### config.mk
export PLATFORM = sky130hd
export DESIGN_NAME = range_tracker
export DESIGN_NICKNAME = d
export VERILOG_FILES = /design/src/rtl/range_tracker.sv
export SDC_FILE = /design/constraint.sdc
export NUM_CORES = 1
export LEC_CHECK = 0
export ABC_AREA = 1
export CORE_ASPECT_RATIO = 1.75
export CORE_MARGIN = 5
export CORE_UTILIZATION = 55
export CTS_BUF_LIST = sky130_fd_sc_hd__clkbuf_4 sky130_fd_sc_hd__clkbuf_8
export DETAILED_ROUTE_END_ITERATION = 6
export PLACE_DENSITY = 0.82
export SLEW_MARGIN = 20
export SYNTH_ARGS = -nofsm -noshare
export SYNTH_HDL_FRONTEND = slang
export SYNTH_SLANG_ARGS = --single-unit
### constraint.sdc
create_clock -name clock -period 2.6 [get_ports clock]
set_clock_uncertainty 0.05 [all_clocks]
set_input_delay 0.26 -clock clock [delete_from_list [all_inputs] [get_ports clock]]
set_output_delay 0.26 -clock clock [all_outputs]
set_load 0.1 [all_outputs]
### src/rtl/range_tracker.sv
// range_tracker: running max/min/range/count of a qualified sample stream between go and finish strobes
//   Build option: define RANGE_TRACKER_COUNT_EN to include the saturating sample counter (count tied to 0 otherwise).
//   Parameters: WIDTH sample width, CNT_WIDTH counter width, SIGNED 1 = two's-complement compare.
//   Inputs : clock, reset (sync, active-high), data_in, data_valid, go, finish.
//   Outputs: max_out, min_out, range, count (held results of the last run), busy, done, debug_error.
module range_tracker #(
  parameter int WIDTH     = 16,
  parameter int CNT_WIDTH = 8,
  parameter int SIGNED    = 0
) (
  input  logic                 clock,
  input  logic                 reset,
  input  logic [WIDTH-1:0]     data_in,
  input  logic                 data_valid,
  input  logic                 go,
  input  logic                 finish,
  output logic [WIDTH-1:0]     max_out,
  output logic [WIDTH-1:0]     min_out,
  output logic [WIDTH-1:0]     range,
  output logic [CNT_WIDTH-1:0] count,
  output logic                 busy,
  output logic                 done,
  output logic                 debug_error
);
  typedef enum logic [1:0] {IDLE, TRACK, DONE} state_t;
  state_t state, next;
  logic [WIDTH-1:0] wmax, wmin;
  logic start, err, gt_max, lt_min, upd;
  assign gt_max = (SIGNED != 0) ? ($signed(data_in) > $signed(wmax)) : (data_in > wmax);
  assign lt_min = (SIGNED != 0) ? ($signed(data_in) < $signed(wmin)) : (data_in < wmin);
  assign upd    = (state == TRACK) && data_valid;
  assign busy   = (state == TRACK);
  always_ff @(posedge clock)
    if (reset) state <= IDLE;
    else state <= next;
  always_comb begin
    next  = state;
    start = 1'b0;
    err   = 1'b0;
    case (state)
      IDLE: begin
        err   = finish;
        start = go && !finish;
        next  = start ? TRACK : IDLE;
      end
      TRACK: begin
        err  = go;
        next = finish ? DONE : TRACK;
      end
      DONE:    next = IDLE;
      default: next = IDLE;
    endcase
  end
  always_ff @(posedge clock)
    if (reset) begin
      wmax        <= '0;
      wmin        <= '0;
      max_out     <= '0;
      min_out     <= '0;
      range       <= '0;
      done        <= 1'b0;
      debug_error <= 1'b0;
    end else begin
      done        <= 1'b0;
      debug_error <= err;
      if (start) begin
        wmax <= data_in;
        wmin <= data_in;
      end else if (upd) begin
        if (gt_max) wmax <= data_in;
        if (lt_min) wmin <= data_in;
      end
      if (state == DONE) begin
        max_out <= wmax;
        min_out <= wmin;
        // modular subtraction: always fits WIDTH bits and is read as unsigned
        range   <= wmax - wmin;
        done    <= 1'b1;
      end
    end
`ifdef RANGE_TRACKER_COUNT_EN
  logic [CNT_WIDTH-1:0] wcnt;
  always_ff @(posedge clock)
    if (reset) begin
      wcnt  <= '0;
      count <= '0;
    end else begin
      if (start) wcnt <= CNT_WIDTH'(1);
      else if (upd && wcnt != '1) wcnt <= wcnt + CNT_WIDTH'(1);
      if (state == DONE) count <= wcnt;
    end
`else
  assign count = '0;
`endif
endmodule
==> flow_metrics.py <==
metrics = {
    "clocking": {
        "numCtsBuffers": 9,
        "clk_pin_slew_ns": 0.09,
        "cts_sinks": 84,
        "cts_resized": 0,
        "cts.path.max_buffers": 2,
        "cts_hold_buffers": 0,
        "cts.htree.levels": 3,
        "worst_skew_pair.late_latency_ns": 0.37,
        "cts_tree": "yes",
        "root_buffer": "clkbuf_8",
        "postCtsSetupBuffers": 0,
    },
    "yosys": {
        "yosysMostFrequentCell": "nand2_1",
        "synth_cell_types": 28,
        "netlist_top_cells_area": "dfxtp_1 36%, ha_1 12%, a21oi_1 10%",
        "synth_edf_count": 0,
        "syn_area_um2": 4677,
        "synth_common_cells": "113 x nand2_1, 98 x a21oi_1, 84 x dfxtp_1",
        "syn_inst": 661,
        "synth_top_area_share_pct": 35.96,
        "syn_avg_cell_area_um2": 7.076,
        "yosys.area.top_type": "dfxtp_1",
        "synth-warning-count": 0,
        "ys_seq_area_share_pct": 35.96,
        "synthArstFlopShare_pct": 0,
        "ys_seq_elements": 84,
        "synth-main-ff-cell": "dfxtp_1",
    },
    "power_and_ir_drop": {
        "intPower_w": 0.002234,
        "p_sw_w": 0.001218,
        "ir_drop_v": 0.0005024,
        "p_seq_share_pct": 40.0,
        "pwr_density_cell_nw_per_um2": 618.2,
        "p_comb_share_pct": 30.3,
        "switching_share_pct": 35.28,
        "clkPwrFrac_pct": 29.7,
        "power_leakage_nw": 2.815,
    },
    "place": {
        "place_hpwl_um": 8741,
        "io_buffers": 71,
        "place.gp.congestion": 0.9249,
    },
    "worst_setup_path": {
        "crit_path_max_fanout": 3,
        "crit_type": "flip-flop to flip-flop",
        "cp.required_ns": 2.82,
        "arrival_ns": 2.60,
        "cp-end-kind": "flip-flop",
        "start_kind": "flip-flop",
    },
    "finish": {
        "area_growth_pct": 19.37,
        "drive_gt1_share_pct": 11.59,
        "fin_nets": 788,
        "diodes": 0,
    },
    "routing": {
        "vias": 4443,
        "first_pass_iters": 5,
        "ant_nets": 0,
        "routed_via_density": 5.289,
        "detail_route.iter0.violations": 315,
        "drc": 0,
        "drt_wl_total_um": 11480,
        "routedWlPerCell_um": 13.67,
    },
    "global_route": {
        "grt_max_degree": 70,
        "grt_antenna_before_repair": 0,
        "grt-ovfl-total": 0,
        "grt_pass1_wl_um": 19290,
        "grt_pass1_vias": 4326,
        "grt_usage_pct": 22.93,
    },
    "die": {
        "rows": 44,
        "core_um2": 8313,
        "die_y_um": 132.0,
        "start_util_pct": 56.26,
        "design.die.area_um2": 10520,
        "io_pins": 80,
        "die_w_um": 79.71,
    },
    "sta": {
        "setup_violations": 0,
        "hold_violations": 0,
        "rsz0062_at_grt": "no",
        "final.setup.tns_ns": 0,
        "relSlewSlack_pct": 56.44,
        "fin_crit_ns": 2.372,
        "min_period_over_period_pct": 91.25,
        "fmax_ghz": 0.4215,
        "maxSlewViolCount": 0,
        "fin_hold_ws_ns": 0.4354,
        "worstMarginPinSlew_ns": 0.6519,
    },
    "job": {
        "maxCapViolations": 0,
    },
    "hold_path": {
        "hold_class": "primary input to flip-flop",
    },
    "run_status": {
        "status": "completed",
    },
}
==> per-stage QoR <==
| stage | setup slack [ns] | util, % | std cells | cell area (µm²) | total power, W |
|---|---|---|---|---|---|
| after floorplan | 0.6516 | - | 668 | 4703 | 0.002206 |
| after global placement | 0.07596 | 64.51 | 824 | 5363 | 0.002419 |
| after detailed placement | 0.06678 | 64.51 | 824 | 5363 | 0.002447 |
| after CTS | 0.2925 | 67.16 | 840 | 5583 | 0.003472 |
| after global routing | 0.1336 | 67.16 | 840 | 5583 | 0.003655 |
| final | 0.2275 | 67.16 | 840 | 5583 | 0.003451 |
==> state kept, by name, indices dropped and copies added (netlist names) <==
signal and flops:
debug_error 1, done 1, max_out 16, min_out 16
range 16, state 2, wmax 16, wmin 16
==> power groups by stage <==
stage | sequential, W | combinational, W | clock [W]
3_5_place_dp | 0.00141 | 0.00104 | 0
5_1_grt | 0.00139 | 0.00117 | 0.00110
6_report | 0.00138 | 0.00105 | 0.00103
3_3_place_gp | 0.00141 | 0.00101 | 0
4_1_cts | 0.00138 | 0.00104 | 0.00105
2_1_floorplan | 0.00155 | 0.000661 | 0
==> metal layers <==
| layer | routed length (µm) | global-route usage (%) |
|---|---|---|
| met1 | 4633 | 26.41 |
| met2 | 5772 | 38.84 |
| met3 | 640 | 4.309 |
| met4 | 436 | 12.91 |
| met5 | 0 | 0 |
==> critical path: stages, from the launching register on <==
cell      delay, ns
dfxtp_1        0.34
inv_1          0.12
ha_1           0.27
fa_1           0.39
nand3b_1       0.19
nand2_1        0.15
nand2_1        0.09
a21boi_0       0.33
nor2_1         0.07
nand2_1        0.08
nand3_1        0.08
nand2_1        0.08
inv_1          0.03
==> cells in the final DEF, fill, tap and decap left out, drive strengths merged, types with 20 or more instances in the layout <==
cell	n
a21oi	98
inv	70
buf	61
ha	46
nand3	51
o21ai	51
nor2	81
clkdlybuf4s50	20
nand2	115
dfxtp	84
==> path summary, 6_finish.rpt <==
check        cells after the start    start          end  slack, ns
min                              3   finish  debug_error       0.44
max reg2reg                     12  wmax[0]    range[10]       0.23
min reg2reg                      2  wmax[8]   max_out[8]       0.48
max                             12  wmax[0]    range[10]       0.23
==> cell families (layout without fill, tap and decap cells) <==
group,Yosys count,count (layout),share of synthesized area [%]
other,1,8,0.08018
xor gates and xnor gates,7,7,1.311
adders and majority gates,47,47,12.73
and+or+nand+nor,256,256,22.50
DFF,84,84,35.95
AOI/OAI and AO/OA,156,156,17.15
buffers and inverters,110,167,10.27
==> area by class of cell <==
cell class | count | area (µm²)
inverters | 70 | 262.8
clock inverters | 6 | 88.84
clock buffers | 10 | 131.4
fillers | 742 | 2730
well taps | 115 | 143.9
multi-input cells | 474 | 2554
repair buffers | 81 | 720.7
flip-flops and latches | 84 | 1682
Power figures use the tool's default switching activity.
